==> config.mk <==
export PLATFORM = sky130hd
export DESIGN_NAME = sysx_slave
export DESIGN_NICKNAME = d
export VERILOG_FILES = /design/src/rtl/sysx_pkg.sv /design/src/rtl/sysx_sync.sv /design/src/rtl/sysx_slave.sv
export SDC_FILE = /design/constraint.sdc
export NUM_CORES = 1
export LEC_CHECK = 0
export CORE_AREA = 5 5 114 116
export CTS_CLUSTER_DIAMETER = 50
export DETAILED_ROUTE_END_ITERATION = 6
export DIE_AREA = 0 0 119 121
export DONT_BUFFER_PORTS = 1
export PLACE_DENSITY = 0.77
export SYNTH_ARGS = -nofsm -noshare
export SYNTH_HDL_FRONTEND = slang
export SYNTH_HIERARCHICAL = 1
export SYNTH_SLANG_ARGS = --single-unit
==> constraint.sdc <==
create_clock -name iClock -period 3.2 [get_ports iClock]
set_input_delay 0.48 -clock iClock [delete_from_list [all_inputs] [get_ports iClock]]
set_output_delay 0.48 -clock iClock [all_outputs]
set_load 0.02 [all_outputs]
==> src/rtl/sysx_pkg.sv <==
// Shared sysX definitions: transaction states, status-byte layout, internal ID register.
// Bus-side vectors use [0:N] numbering, so bit 0 is the most significant bit.
package sysx_pkg;

  typedef enum logic [2:0] {
    sIdle     = 3'd0,
    sCommand  = 3'd1,
    sHighHigh = 3'd2,
    sHigh     = 3'd3,
    sLow      = 3'd4,
    sLowLow   = 3'd5,
    sEnd      = 3'd6
  } tState;

  localparam logic [0:6] cInternalAddr     = 7'h7F;
  localparam logic [0:7] cIdHigh           = 8'h53;
  localparam logic [0:7] cIdLow            = 8'h58;
  localparam int         cStatusPresentBit = 0;
  localparam int         cStatusPendingBit = 7;

  function automatic logic [0:7] statusByte(input logic pending);
    logic [0:7] status;
    status                    = '0;
    status[cStatusPresentBit] = 1'b1;
    status[cStatusPendingBit] = pending;
    return status;
  endfunction

  function automatic logic [0:31] internalWord(input logic pending);
    return {cIdHigh, cIdLow, 15'h0000, pending};
  endfunction

  // Successor of a data-byte state; sLowLow is handled by the caller.
  function automatic tState nextDataState(input tState state);
    tState next;
    case (state)
      sHighHigh: next = sHigh;
      sHigh:     next = sLow;
      sLow:      next = sLowLow;
      default:   next = sEnd;
    endcase
    return next;
  endfunction

endpackage

==> src/rtl/sysx_sync.sv <==
// Multi-flop synchronizer for asynchronous bus inputs, with per-bit rise/fall pulses
// derived from the synchronized value (pulses last one iClock cycle).
module sysx_sync #(
  parameter int pWidth  = 1,
  parameter int pStages = 2
) (
  input  logic              iClock,
  input  logic              iReset,
  input  logic [pWidth-1:0] iAsync,
  output logic [pWidth-1:0] oSync,
  output logic [pWidth-1:0] oRise,
  output logic [pWidth-1:0] oFall
);

  logic [pWidth-1:0] stages [pStages];
  logic [pWidth-1:0] prev;

  always_ff @(posedge iClock or posedge iReset) begin
    if (iReset) begin
      for (int i = 0; i < pStages; i++) stages[i] <= '0;
      prev <= '0;
    end else begin
      stages[0] <= iAsync;
      for (int i = 1; i < pStages; i++) stages[i] <= stages[i-1];
      prev <= stages[pStages-1];
    end
  end

  assign oSync = stages[pStages-1];
  assign oRise = oSync & ~prev;
  assign oFall = ~oSync & prev;

endmodule

==> src/rtl/sysx_slave.sv <==
// sysX v1 slave endpoint: decodes 5-byte bus transactions (command + 4 data bytes)
// into single-cycle local register reads/writes and raises the bus interrupt.
module sysx_slave
  import sysx_pkg::*;
#(
  parameter logic [1:0] pAddress    = 2'd1,
  parameter int         pSyncStages = 2
) (
  input  logic        iClock,
  input  logic        iReset,
  input  logic        iBusClock,
  input  logic [1:0]  iBusSelect,
  input  logic [0:7]  iBusMOSI,
  output logic [0:7]  oBusMISO,
  output logic        oBusMISOEnable,
  output logic        oBusInterrupt,
  output logic [0:6]  oRegAddr,
  output logic [0:31] oRegWData,
  output logic        oRegWrite,
  output logic        oRegRead,
  input  logic [0:31] iRegRData,
  input  logic        iIrq,
  output tState       oDebugState
);

  logic        busClkSync, busRise, busFall;
  logic [1:0]  selSync, selRise, selFall;
  logic [0:7]  mosiSync, mosiRise, mosiFall;
  logic        unusedEdges;

  sysx_sync #(.pWidth(1), .pStages(pSyncStages)) uClockSync (
    .iClock (iClock),
    .iReset (iReset),
    .iAsync (iBusClock),
    .oSync  (busClkSync),
    .oRise  (busRise),
    .oFall  (busFall)
  );

  sysx_sync #(.pWidth(2), .pStages(pSyncStages)) uSelectSync (
    .iClock (iClock),
    .iReset (iReset),
    .iAsync (iBusSelect),
    .oSync  (selSync),
    .oRise  (selRise),
    .oFall  (selFall)
  );

  sysx_sync #(.pWidth(8), .pStages(pSyncStages)) uMosiSync (
    .iClock (iClock),
    .iReset (iReset),
    .iAsync (iBusMOSI),
    .oSync  (mosiSync),
    .oRise  (mosiRise),
    .oFall  (mosiFall)
  );

  assign unusedEdges = ^{busClkSync, selRise, selFall, mosiRise, mosiFall};

  tState       state;
  logic        selected;
  logic        isWrite;
  logic        isInternal;
  logic [0:31] shiftReg;
  logic [0:31] accum;
  logic        pending;
  logic        irqPrev;
  logic        irqSet;
  logic        irqClear;

  assign selected       = (selSync == pAddress);
  assign oBusMISOEnable = selected;
  assign oBusInterrupt  = pending;
  assign oDebugState    = state;

  always_ff @(posedge iClock or posedge iReset) begin
    if (iReset) begin
      state      <= sIdle;
      oBusMISO   <= '0;
      oRegAddr   <= '0;
      oRegWData  <= '0;
      oRegWrite  <= 1'b0;
      oRegRead   <= 1'b0;
      isWrite    <= 1'b0;
      isInternal <= 1'b0;
      shiftReg   <= '0;
      accum      <= '0;
    end else begin
      oRegWrite <= 1'b0;
      oRegRead  <= 1'b0;
      // Local read data is valid exactly one cycle after the read strobe.
      if (oRegRead) shiftReg <= iRegRData;

      if (!selected) begin
        state    <= sIdle;
        oBusMISO <= '0;
      end else begin
        case (state)
          sIdle: begin
            state    <= sCommand;
            oBusMISO <= statusByte(pending);
          end
          sCommand: begin
            // No falling edge precedes the command byte, so status is kept live here.
            oBusMISO <= statusByte(pending);
            if (busRise) begin
              state      <= sHighHigh;
              isWrite    <= mosiSync[0];
              isInternal <= (mosiSync[1:7] == cInternalAddr);
              if (mosiSync[1:7] != cInternalAddr) begin
                oRegAddr <= mosiSync[1:7];
                oRegRead <= ~mosiSync[0];
              end else if (!mosiSync[0]) begin
                shiftReg <= internalWord(pending);
              end
            end
          end
          sHighHigh, sHigh, sLow, sLowLow: begin
            if (busFall) begin
              oBusMISO <= isWrite ? 8'h00 : shiftReg[0:7];
              shiftReg <= {shiftReg[8:31], 8'h00};
            end
            if (busRise) begin
              accum <= {accum[8:31], mosiSync};
              if (state == sLowLow) begin
                state <= sEnd;
                if (isWrite && !isInternal) begin
                  oRegWrite <= 1'b1;
                  oRegWData <= {accum[8:31], mosiSync};
                end
              end else begin
                state <= nextDataState(state);
              end
            end
          end
          sEnd: begin
            state <= sEnd;
          end
          default: begin
            state <= sIdle;
          end
        endcase
      end
    end
  end

  // Reading the internal register acknowledges the interrupt; a new edge in the same cycle wins.
  assign irqSet   = iIrq & ~irqPrev;
  assign irqClear = selected && busRise && (state == sLowLow) && isInternal && !isWrite;

  always_ff @(posedge iClock or posedge iReset) begin
    if (iReset) begin
      irqPrev <= 1'b0;
      pending <= 1'b0;
    end else begin
      irqPrev <= iIrq;
      if (irqSet) pending <= 1'b1;
      else if (irqClear) pending <= 1'b0;
    end
  end

endmodule

Yosys cells after proc, flatten, opt, wreduce, memory -nomap -nowiden

Cells that the tools add are included.

Flip-flop bits (word level): 135
Output and inout bits: 54

Reduce and logical (&&, ||, !) cells: 17
Bitwise logic cells: 7
Eq/ne operators: 13
Muxes and demuxes: 28

Operators by type and width:

| cell               | count |
|---|---|
| $mux 32            | 6 |
| $pmux 32 s2        | 1 |
| $mux 8             | 3 |
| $pmux 8 s2         | 1 |
| $mux 3             | 4 |
| $pmux 3 s4         | 1 |
| $mux 1             | 11 |
| $eq 3x3->1 const B | 3 |
| $ne 3x3->1 const B | 3 |
| $pmux 3 s3         | 1 |
| $eq 7x7->1 const B | 1 |
| $ne 7x7->1 const B | 1 |
| $eq 3x2->1 const B | 2 |
| $reduce_and 3->1   | 2 |
| $logic_and 1x1->1  | 5 |
| $reduce_and 5->1   | 1 |
| $not 1->1          | 4 |
| $reduce_and 2->1   | 2 |
| $reduce_and 4->1   | 1 |
| $reduce_or 4->1    | 1 |
| $and 1x1->1        | 3 |
| $eq 3x1->1 const B | 1 |
| $logic_not 3->1    | 1 |
| $ne 3x2->1 const B | 1 |
| 4 further kinds    | 5 |

Logic depth before layout (Yosys ltp)

Word-level depth: 8
Gate-level depth with buffers: 8

Cells and area by module

The synthesis kept the hierarchy.

Modules (own cells, without submodules):

| module                  | instances | cells an instance | area each (µm²) |
|---|---|---|---|
| sysx_slave              | 1         | 369               | 4777.1 |
| sysx_sync (uMosiSync)   | 1         | 49                | 804.5 |
| sysx_sync (uSelectSync) | 1         | 13                | 203.9 |
| sysx_sync (uClockSync)  | 1         | 6                 | 93.8 |

Least setup slack after synthesis

OpenSTA, ideal clock, no wires.

Path type: register to register
From: reg uSelectSync.stages (netlist bit uSelectSync/oSync[0])
To: reg oRegAddr[0] in the netlist's numbering
Data required time: 3075 ps
Cell stages (with the launch flop): 9
Setup slack: 1051 ps
Arrival: 2024 ps
Path through: dfrtp_1 buf_4 nand2b_1 clkbuf_1 clkinv_1 nand3_1 a41o_1 clkbuf_1 mux2_2

Cells in the longest elaborated chain, start to end: 2

RTL lines:

| element                    | line              | text |
|---|---|---|
| from (decl)                | sysx_sync.sv:15   | `logic [pWidth-1:0] stages [pStages];` |
| $eq 2x1->1                 | sysx_slave.sv:71  | `assign selected = (selSync == pAddress);` |
| net oBusMISOEnable         | sysx_slave.sv:15  | `output logic oBusMISOEnable,` |
| $reduce_and 4->1 (no line) | n/a               |  |
| to (signal assigned)       | sysx_slave.sv:111 | `oRegAddr <= mosiSync[1:7];` |
| to (decl)                  | sysx_slave.sv:17  | `output logic [0:6] oRegAddr,` |

The timed path passes the listed nets, and every way through them passes these cells.
A chain may end at the register's enable or synchronous reset.

Worst setup path after layout

From: reg uSelectSync.stages (netlist bit uSelectSync/oSync[0])
To: reg shiftReg[8] in the netlist's numbering

Cells in the longest elaborated chain, start to end: 2

RTL lines:

| element              | line              | text |
|---|---|---|
| $eq 2x1->1           | sysx_slave.sv:71  |  |
| net oBusMISOEnable   | sysx_slave.sv:15  |  |
| $mux 32              | sysx_slave.sv:94  | `if (!selected) begin` |
| to (signal assigned) | sysx_slave.sv:92  | `if (oRegRead) shiftReg <= iRegRData;` |
| to (signal assigned) | sysx_slave.sv:114 | `shiftReg <= internalWord(pending);` |
| to (signal assigned) | sysx_slave.sv:121 | `shiftReg <= {shiftReg[8:31], 8'h00};` |
| to (decl)            | sysx_slave.sv:64  | `logic [0:31] shiftReg;` |

The timed path passes the listed nets, and every way through them passes these cells.

==> results.tsv <==
stage	metric	value	unit
place	gp_congestion	0.7498	
global_routing	grt_max_degree	113	
timing	fin_crit_sh	78.93	%
timing	hold_viol	0	
synth	avgSynthCellArea	13.40	um^2
power	ir_drop	0.4461	mV
clocking	cts_tree	yes	
global_routing	antenna_found_initial	0	
place	dp_cells	528	
timing	tightest_slew	0.9931	ns
detailed_routing	detail-route-antenna-nets	0	
outcome	status	finished, final reports clean	
detailed_routing	wl_per_cell	18.93	um
detailed_routing	num_vias	3042	
setup_path	cp_max_fo	18	
final_layout	area_growth_syn_to_layout	11.91	%
clocking	clockBufferDepth	2	
flow_run	drv_cap	0	
synth	ys_warn_count	6	
final_layout	instances_no_fill	561	
synth	synthCells	407	
timing	fin_tns_setup	0	ns
setup_path	endpoint_kind	flip-flop	
setup_path	crit_path_start_kind	flip-flop	
global_routing	grt_usage	15.76	%
die	coreArea	0.01181	mm^2
detailed_routing	dr.pass1.iters	4	
timing	max_freq	395.9	MHz
global_routing	grt_overflow	0	
die	dieArea	0.01440	mm^2
timing	setup_viol	0	
final_layout	diodes	0	
die	io_pins	100	
die	fp.dieW	119	um
power	p_leak	0.002832	uW
clocking	cts_max_level	4	
die	core.rowCount	40	
die	start_util	46.18	%
synth	syn_area	0.005454	mm^2
clocking	ctsRootBufferMaster	clkbuf_16	
clocking	cts_setup_buffers	0	
synth	syn_nets	453	
setup_path	reg2reg_slack	0.67	ns
setup_path	crit_arrival	2.85	ns
setup_path	required	3.52	ns
detailed_routing	drt_iter0_drc	226	
setup_path	crit_type	reg -> reg	
clocking	cts_buffers	17	
timing	maxSlewHeadroom	33.79	%
detailed_routing	viasPerCell	5.422	
global_routing	grt_pass1_vias	3182	
clocking	insertion_delay	0.41	ns
power	power_density	650.3	mW/mm^2
clocking	cts.sinks	135	
timing	fin_skew	0.007897	ns
clocking	path_clk_slew	0.06	ns
place	place_hpwl	7280	um
place	io_buffers	0	
detailed_routing	routed_wl	10620	um
die	die_y	121	um
worst_hold_path	hp-class	in -> reg	
final_layout	nNetsFinal	447	
final_layout	drive_gt1_share	27.78	%
detailed_routing	drc	0	
timing	period_needed	2.526	ns
global_routing	grt_pass1_wl	17310	um
timing	slew_violations	0	
timing	grt_setup_unrepaired	no	
-- power by group --
| part | switching, uW | leakage (uW) | internal, uW |
|---|---|---|---|
| sequential | 96.4 | 0.00177 | 1810 |
| combinational | 115 | 0.000795 | 94.2 |
| clock | 768 | 0.000269 | 1090 |
| total | 979 | 0.00283 | 2990 |
-- final cells by class --
type                       instances  area [um^2]
fill                             993         5708
sequential                       135         3379
multi-input combinational        227         1844
clock buffer                      18        429.2
tap                              147        183.9
clock inverter                    14        142.6
timing repair buffer               8        75.07
inverter                          12        48.80
-- final timing paths --
| path | startpoint | endpoint | depth (start not counted) |
|---|---|---|---|
| hold reg to reg | uSelectSync/stages[3] | uSelectSync/oSync[1] | 0 |
| max in group asynchronous | iReset | uMosiSync/oSync[0] | 2 |
| setup reg to reg | uSelectSync/oSync[0] | shiftReg[8] | 5 |
| min in group asynchronous | iReset | oDebugState[2] | 2 |
| hold / removal | iBusClock | uClockSync/stages[1] | 0 |
| setup / recovery | uSelectSync/oSync[0] | shiftReg[8] | 5 |
-- repair_timing --
action	in CTS	in global routing
hold buffers	1	0
hold endpoints to repair	23	0
resized for setup	0	0
-- worst max-delay path, cell delays in order (launching register included) --
cell,delay (ns)
dfrtp_1,0.37
nand2b_1,0.24
clkinv_1,0.38
nand2_1,0.60
nand2_1,0.52
o22ai_1,0.31
-- cells in the final DEF (no fill, tap or decap), types with 3 or more instances in the layout --
master      instances
buf_4               6
mux2i_1            34
dfrtp_1           134
inv_1              10
nand2_1            13
nand2b_1            3
a211oi_1            3
clkbuf_16          17
inv_6               3
inv_8               3
a22o_1              6
clkinvlp_4          5
a21oi_1            21
nor2_1             31
mux2_2             69
nand3b_1            3
o22ai_1            19
-- routing by layer --
| layer | routed length, um | share of wire [%] | vias to the layer above | GRT usage (%) |
|---|---|---|---|---|
| li1 | - | - | 1415 | - |
| met1 | 4534 | 43 | 1520 | 19.88 |
| met2 | 5193 | 49 | 93 | 24.30 |
| met3 | 643 | 6.1 | 14 | 5.501 |
| met4 | 249 | 2.3 | 0 | 7.603 |
| met5 | 0 | 0 | - | 0 |
-- sequential cells by signal (all words and copies together), names as in the netlist --
name / count
oDebugState: 3
uMosiSync/oSync: 8
oBusMISO: 8
oRegWrite: 1
oBusInterrupt: 1
uClockSync/oSync: 1
uSelectSync/oSync: 2
oRegAddr: 7
oRegRead: 1
uClockSync/prev: 1
isWrite: 1
shiftReg: 32
uSelectSync/stages: 2
isInternal: 1
uMosiSync/stages: 8
accum: 24
uClockSync/stages: 1
oRegWData: 32
irqPrev: 1
-- through the flow --
stage                     power [uW]  utilization (%)  instance area [um^2]  setup WS [ns]  hold WS, ns
after floorplan                 2090                -                  5458          1.091       0.2336
after global placement          2128            46.75                  5522         0.7347       0.2416
after detailed placement        2143            46.75                  5522         0.6322       0.2428
after CTS                       4009            51.67                  6103         0.6663      0.06878
after global routing            4138            51.67                  6103         0.4494      0.06183
final                           3969            51.67                  6103         0.6743      0.08839
Power figures use the tool's default switching activity.
